--- src/rtl/prog_mem_loader.sv ---
// Instruction memory with a host load engine and CPU launch sequencer; fetch is combinational.
// One word per cycle while ld_valid is high; done/start pulse and enable rise one cycle after the last word.
module prog_mem_loader #(
   parameter int                DATA_W   = 16,
   parameter int                ADDR_W   = 8,
   parameter logic [DATA_W-1:0] NOP_WORD = '0
) (
   input  logic              clk,
   input  logic              rst,
   input  logic              ld_begin,
   input  logic [ADDR_W-1:0] ld_base,
   input  logic [ADDR_W:0]   ld_len,
   input  logic              ld_valid,
   input  logic [DATA_W-1:0] ld_data,
   output logic              ld_ready,
   input  logic              ld_abort,
   output logic              ld_busy,
   output logic              ld_done,
   output logic              ld_err,
   output logic [ADDR_W:0]   word_cnt,
   input  logic [ADDR_W-1:0] cpu_addr,
   output logic [DATA_W-1:0] cpu_instr,
   output logic              cpu_enable,
   output logic              cpu_start
);

   localparam int                DEPTH   = 2**ADDR_W;
   localparam logic [ADDR_W+1:0] DEPTH_L = {2'b01, {ADDR_W{1'b0}}};
   localparam logic [ADDR_W-1:0] ONE_A   = {{(ADDR_W-1){1'b0}}, 1'b1};
   localparam logic [ADDR_W:0]   ONE_C   = {{ADDR_W{1'b0}}, 1'b1};

   typedef enum logic [1:0] {IDLE, LOAD, START, RUN} state_t;

   state_t            state_q, state_d;
   logic [ADDR_W-1:0] ptr_q, ptr_d;
   logic [ADDR_W:0]   rem_q, rem_d;
   logic [ADDR_W:0]   cnt_q, cnt_d;
   logic              err_q, err_d;
   logic              wr_en;
   logic              req_ok;
   logic [DATA_W-1:0] mem_q [DEPTH];

   // The window must fit below DEPTH: writes never wrap to address 0.
   assign req_ok = (ld_len != '0) &&
                   (({2'b00, ld_base} + {1'b0, ld_len}) <= DEPTH_L);

   always_comb begin
      state_d = state_q;
      ptr_d   = ptr_q;
      rem_d   = rem_q;
      cnt_d   = cnt_q;
      err_d   = err_q;
      wr_en   = 1'b0;
      unique case (state_q)
         IDLE, RUN: begin
            if (ld_begin) begin
               if (req_ok) begin
                  state_d = LOAD;
                  ptr_d   = ld_base;
                  rem_d   = ld_len;
                  cnt_d   = '0;
                  err_d   = 1'b0;
               end else begin
                  err_d   = 1'b1;
               end
            end
         end
         LOAD: begin
            if (ld_abort) begin
               err_d   = 1'b1;
               state_d = IDLE;
            end else if (ld_valid) begin
               wr_en = 1'b1;
               ptr_d = ptr_q + ONE_A;
               cnt_d = cnt_q + ONE_C;
               rem_d = rem_q - ONE_C;
               if (rem_q == ONE_C) state_d = START;
            end
         end
         START:   state_d = RUN;
         default: state_d = IDLE;
      endcase
   end

   always_ff @(posedge clk) begin
      if (rst) begin
         state_q <= IDLE;
         ptr_q   <= '0;
         rem_q   <= '0;
         cnt_q   <= '0;
         err_q   <= 1'b0;
      end else begin
         state_q <= state_d;
         ptr_q   <= ptr_d;
         rem_q   <= rem_d;
         cnt_q   <= cnt_d;
         err_q   <= err_d;
      end
   end

   // Contents survive reset so a partial image is still inspectable afterwards.
   always_ff @(posedge clk) begin
      if (wr_en && !rst) mem_q[ptr_q] <= ld_data;
   end

   assign ld_ready   = (state_q == LOAD);
   assign ld_busy    = (state_q == LOAD);
   assign ld_done    = (state_q == START);
   assign cpu_start  = (state_q == START);
   assign cpu_enable = (state_q == START) || (state_q == RUN);
   assign ld_err     = err_q;
   assign word_cnt   = cnt_q;
   assign cpu_instr  = cpu_enable ? mem_q[cpu_addr] : NOP_WORD;

endmodule

--- config.mk ---
export PLATFORM = sky130hd
export DESIGN_NAME = prog_mem_loader
export DESIGN_NICKNAME = d
export VERILOG_FILES = /design/src/rtl/prog_mem_loader.sv
export SDC_FILE = /design/constraint.sdc
export NUM_CORES = 2
export LEC_CHECK = 0
export CAP_MARGIN = 20
export CORE_UTILIZATION = 63
export DETAILED_ROUTE_END_ITERATION = 7
export PLACE_DENSITY_LB_ADDON = 0.05
export SKIP_LAST_GASP = 1
export SLEW_MARGIN = 0
export SYNTH_ARGS = -nofsm -noshare
export SYNTH_HDL_FRONTEND = slang
export SYNTH_SLANG_ARGS = --single-unit
--- constraint.sdc ---
create_clock -name clk -period 5.5 [get_ports clk]
set_input_delay 1.1 -clock clk [delete_from_list [all_inputs] [get_ports clk]]
set_output_delay 1.1 -clock clk [all_outputs]
set_load 0.005 [all_outputs]
==> impl_metrics.ini <==
[status]
status = complete, but fails checks
violations = setup timing

[layout]
nNetsFinal = 7940
fillers = 13800
drive_above_1_share_pct = 34.7
multi_input_area_sq_um = 34100
final_area_sq_um = 185000
regArea_sq_um = 124000
fin_cells = 11500
areaGrowthSynthToFinish_pct = 16.5

[sta]
post-route-min-period_ns = 5.55
slew_headroom_pct = 20.8
hold_violations = 0
finalMaxSlewViolations = 0
max_freq_ghz = 0.180
setup_viol = 5
skew_ns = 0.0306
setup_slack_ns = -0.0526
worst_pin_slew_ns = 1.19
min_period_over_period_pct = 101
rsz0062_at_grt = true

[min_path]
worstHoldStart = word_cnt[1]
min_to = word_cnt[1]
hold_depth = 2
hp-class = flop to flop

[pwr]
combPwrFrac_pct = 5.9
internal-power_w = 0.0519
clkPwrFrac_pct = 41.3
p_sw_w = 0.0137
p_leak_nw = 59.2
ir_drop_mv = 0.326
power.share.switching_pct = 20.9
p_per_area_nw_per_um2 = 355
p_seq_share_pct = 52.8

[detailed_routing]
vias = 78000
wirelength_mm = 400
avgViaCountPerCell = 6.76
met1_length_mm = 149
met2WireLength_mm = 199
wl_met3_mm = 35.8
routed.top_layer = met4
final_antenna_net_count = 0
dr.first_iter.drc_count = 10600
drc = 0
drt_pre_antenna_iters = 5
drt-wirelength-per-cell_um = 34.6

[worst_setup_path]
crit_required_ns = 4.40
ff2ff_path_depth = 11
r2r_end = mem_q[2][9]
cp-start-kind = input pin
cp_max_fo = 12
cp.arrival_ns = 4.45
crit_type = input pin to output pin
end_kind = output pin
r2r_slack_ns = 1.09
r2r_start = state_q[1]

[yosys]
synthFlopType = edfxtp_1
syn_area_sq_um = 159000
ys_ff_latch = 4125
yosys_warnings = 0
syn_inst = 6858
syn_avg_cell_area_sq_um = 23.2
ys_seq_area_share_pct = 77.8
synth_cell_types = 60
async_flop_share_pct = 0
synth-edff-count = 4096
syn_nets = 6924

[global_routing]
grt_pass1_vias = 78500
grt_pass1_wl_mm = 573
antenna_found_initial = 10
overflow = 0
grt_max_degree = 168
track_usage_pct = 31.9

[floorplanning]
die_h_um = 504
fp-row-count = 184
core_area_sq_um = 251000
ios = 77
start_util_pct = 63.3
die_x_um = 504
design.die.area_sq_um = 254000

[placed_design]
dp_hpwl_mm = 237
io_buffers = 76
gp_congestion = 0.868
place_area_sq_um = 170000
dp_cells = 10700

[cts]
clk_path_buf_depth = 4
cts_buffers = 412
clock_sinks = 4125
clk_latency_ns = 0.96
cts_tree = done
clock-root-buffer = clkbuf_16
htree_levels = 5
hold_buffers = 0
clk_pin_slew_ns = 0.06

[run]
max_cap_viol_count = 0
-- how the worst max path moves through the flow --
stage                           start            end  slack, ns  cells after the start
after CTS                 cpu_addr[0]   cpu_instr[1]      -0.11                     10
after detailed placement  cpu_addr[0]   cpu_instr[0]      -0.85                     10
after global routing      cpu_addr[0]   cpu_instr[1]      -0.09                     11
after floorplan           cpu_addr[1]  cpu_instr[12]       0.89                     10
final                     cpu_addr[0]   cpu_instr[1]      -0.05                     10
after global placement    cpu_addr[0]   cpu_instr[0]      -0.84                     10
-- synthesized netlist by cell type (3+ instances only) --
cell type	instances	area (sq um)
a211o_1	3	26.3
a211oi_1	73	548
a21o_1	3	22.5
a21oi_1	89	445
a22oi_1	66	495
and2_1	7	43.8
and3_1	6	37.5
buf_1	46	173
buf_2	78	390
buf_4	35	263
buf_6	5	56.3
clkbuf_1	222	833
dfxtp_1	29	581
edfxtp_1	4096	123000
ha_1	19	238
inv_1	11	41.3
mux2_2	33	372
mux2i_1	98	981
mux4_2	1184	26700
nand2_1	110	413
nand2b_1	6	37.5
nand3_1	46	230
nand4_1	8	50.1
nor2_1	323	1210
nor2b_1	73	457
nor3_1	16	80.1
nor4_1	7	43.8
o211ai_1	38	285
o21ai_0	46	230
o221a_2	3	33.8
o311ai_0	9	78.8
o31ai_1	10	75.1
o32ai_1	6	52.6
or2_2	3	18.8
or4_1	18	135
xor2_1	3	26.3
-- cell families (layout without fill, tap and decap cells) --
group                      Yosys count  after routing  synth area share [%]
DFF                               4125           4125                  77.8
other                                0              9                     0
AOI/OAI and AO/OA                  366            366                  1.55
buffers and inverters              398           1724                  1.11
and+or+nand+nor                    629            629                  1.76
muxes                             1315           1315                  17.6
xor gates and xnor gates             5              5                0.0276
adders and majority gates           20             20                 0.162
-- sequential cells by signal, indices dropped and copies added (netlist names) --
| name | flops |
|---|---|
| rem_q | 9 |
| ld_err | 1 |
| word_cnt | 9 |
| ptr_q | 8 |
| mem_q | 4096 |
| state_q | 2 |
-- stage by stage --
step	hold WS, ns	utilization (%)	TNS (ns)	power [W]	setup WS [ns]
4_1_cts	0.492	73.5	-0.397	0.0658	-0.112
2_1_floorplan	0.458	-	0	0.0372	0.892
3_5_place_dp	0.495	67.8	-8.18	0.0390	-0.852
3_3_place_gp	0.458	67.8	-8.36	0.0389	-0.839
5_1_grt	0.521	73.7	-0.358	0.0672	-0.0941
6_report	0.511	73.7	-0.207	0.0657	-0.0526
-- layout make-up --
| type | count | share of cell area [%] |
|---|---|---|
| well taps | 3348 | 2.26 |
| clock buffers | 509 | 5.87 |
| diodes | 9 | 0.0122 |
| clock inverters | 215 | 1.10 |
| repair buffers | 988 | 5.58 |
| flip-flops and latches | 4125 | 66.7 |
| inverters | 12 | 0.0264 |
| multi-input cells | 2335 | 18.4 |
-- placed cells by master (no fill, tap or decap), types with 10 or more instances in the layout --
cell type and n:
a211oi_1 64, a21oi_1 88, a22oi_1 36, a22oi_2 30, buf_12 139, buf_16 32, buf_4 712, buf_6 24
buf_8 19, bufinv_16 38, clkbuf_1 85, clkbuf_16 420, clkdlybuf4s50_1 43, clkinv_1 88, clkinv_2 69, dfxtp_1 29
edfxtp_1 4096, ha_1 18, inv_1 10, mux2_2 33, mux2i_1 96, mux4_2 1184, nand2_1 96, nand2_2 11
nand3_1 35, nand3_2 11, nor2_1 300, nor2_2 20, nor2b_1 73, nor3_1 10, o211ai_1 38, o21ai_0 33
o31ai_1 10, or4_4 16
-- metal layers --
layer	global-route usage (%)	up-vias
met5	0	-
met4	11.6	0
met3	4.72	742
met2	51.6	4230
met1	45.2	41700
li1	-	31300
-- timing repair --
item / in CTS / in global routing
pin swaps: 29 / 24
gates cloned: 13 / 2
endpoints found under the setup margin: 16 / 14
gates resized for setup: 168 / 39
buffers inserted: 47 / 43
-- power groups by stage --
stage	Sequential [W]	Clock [W]	Combinational (W)
after floorplan	0.0353	0	0.00193
final	0.0347	0.0271	0.00386
after global routing	0.0347	0.0285	0.00403
after detailed placement	0.0353	0	0.00367
after CTS	0.0347	0.0274	0.00381
after global placement	0.0353	0	0.00355
-- worst max-delay path: stages --
cell and delay [ns]:
buf_16 0.16, buf_16 0.19, buf_16 0.18, mux4_2 0.52
mux4_2 0.49, a22oi_2 0.30, buf_4 0.21, nand2_2 0.14
or4_4 0.60, clkdlybuf4s50_1 0.47
Power figures use the tool's default switching activity.
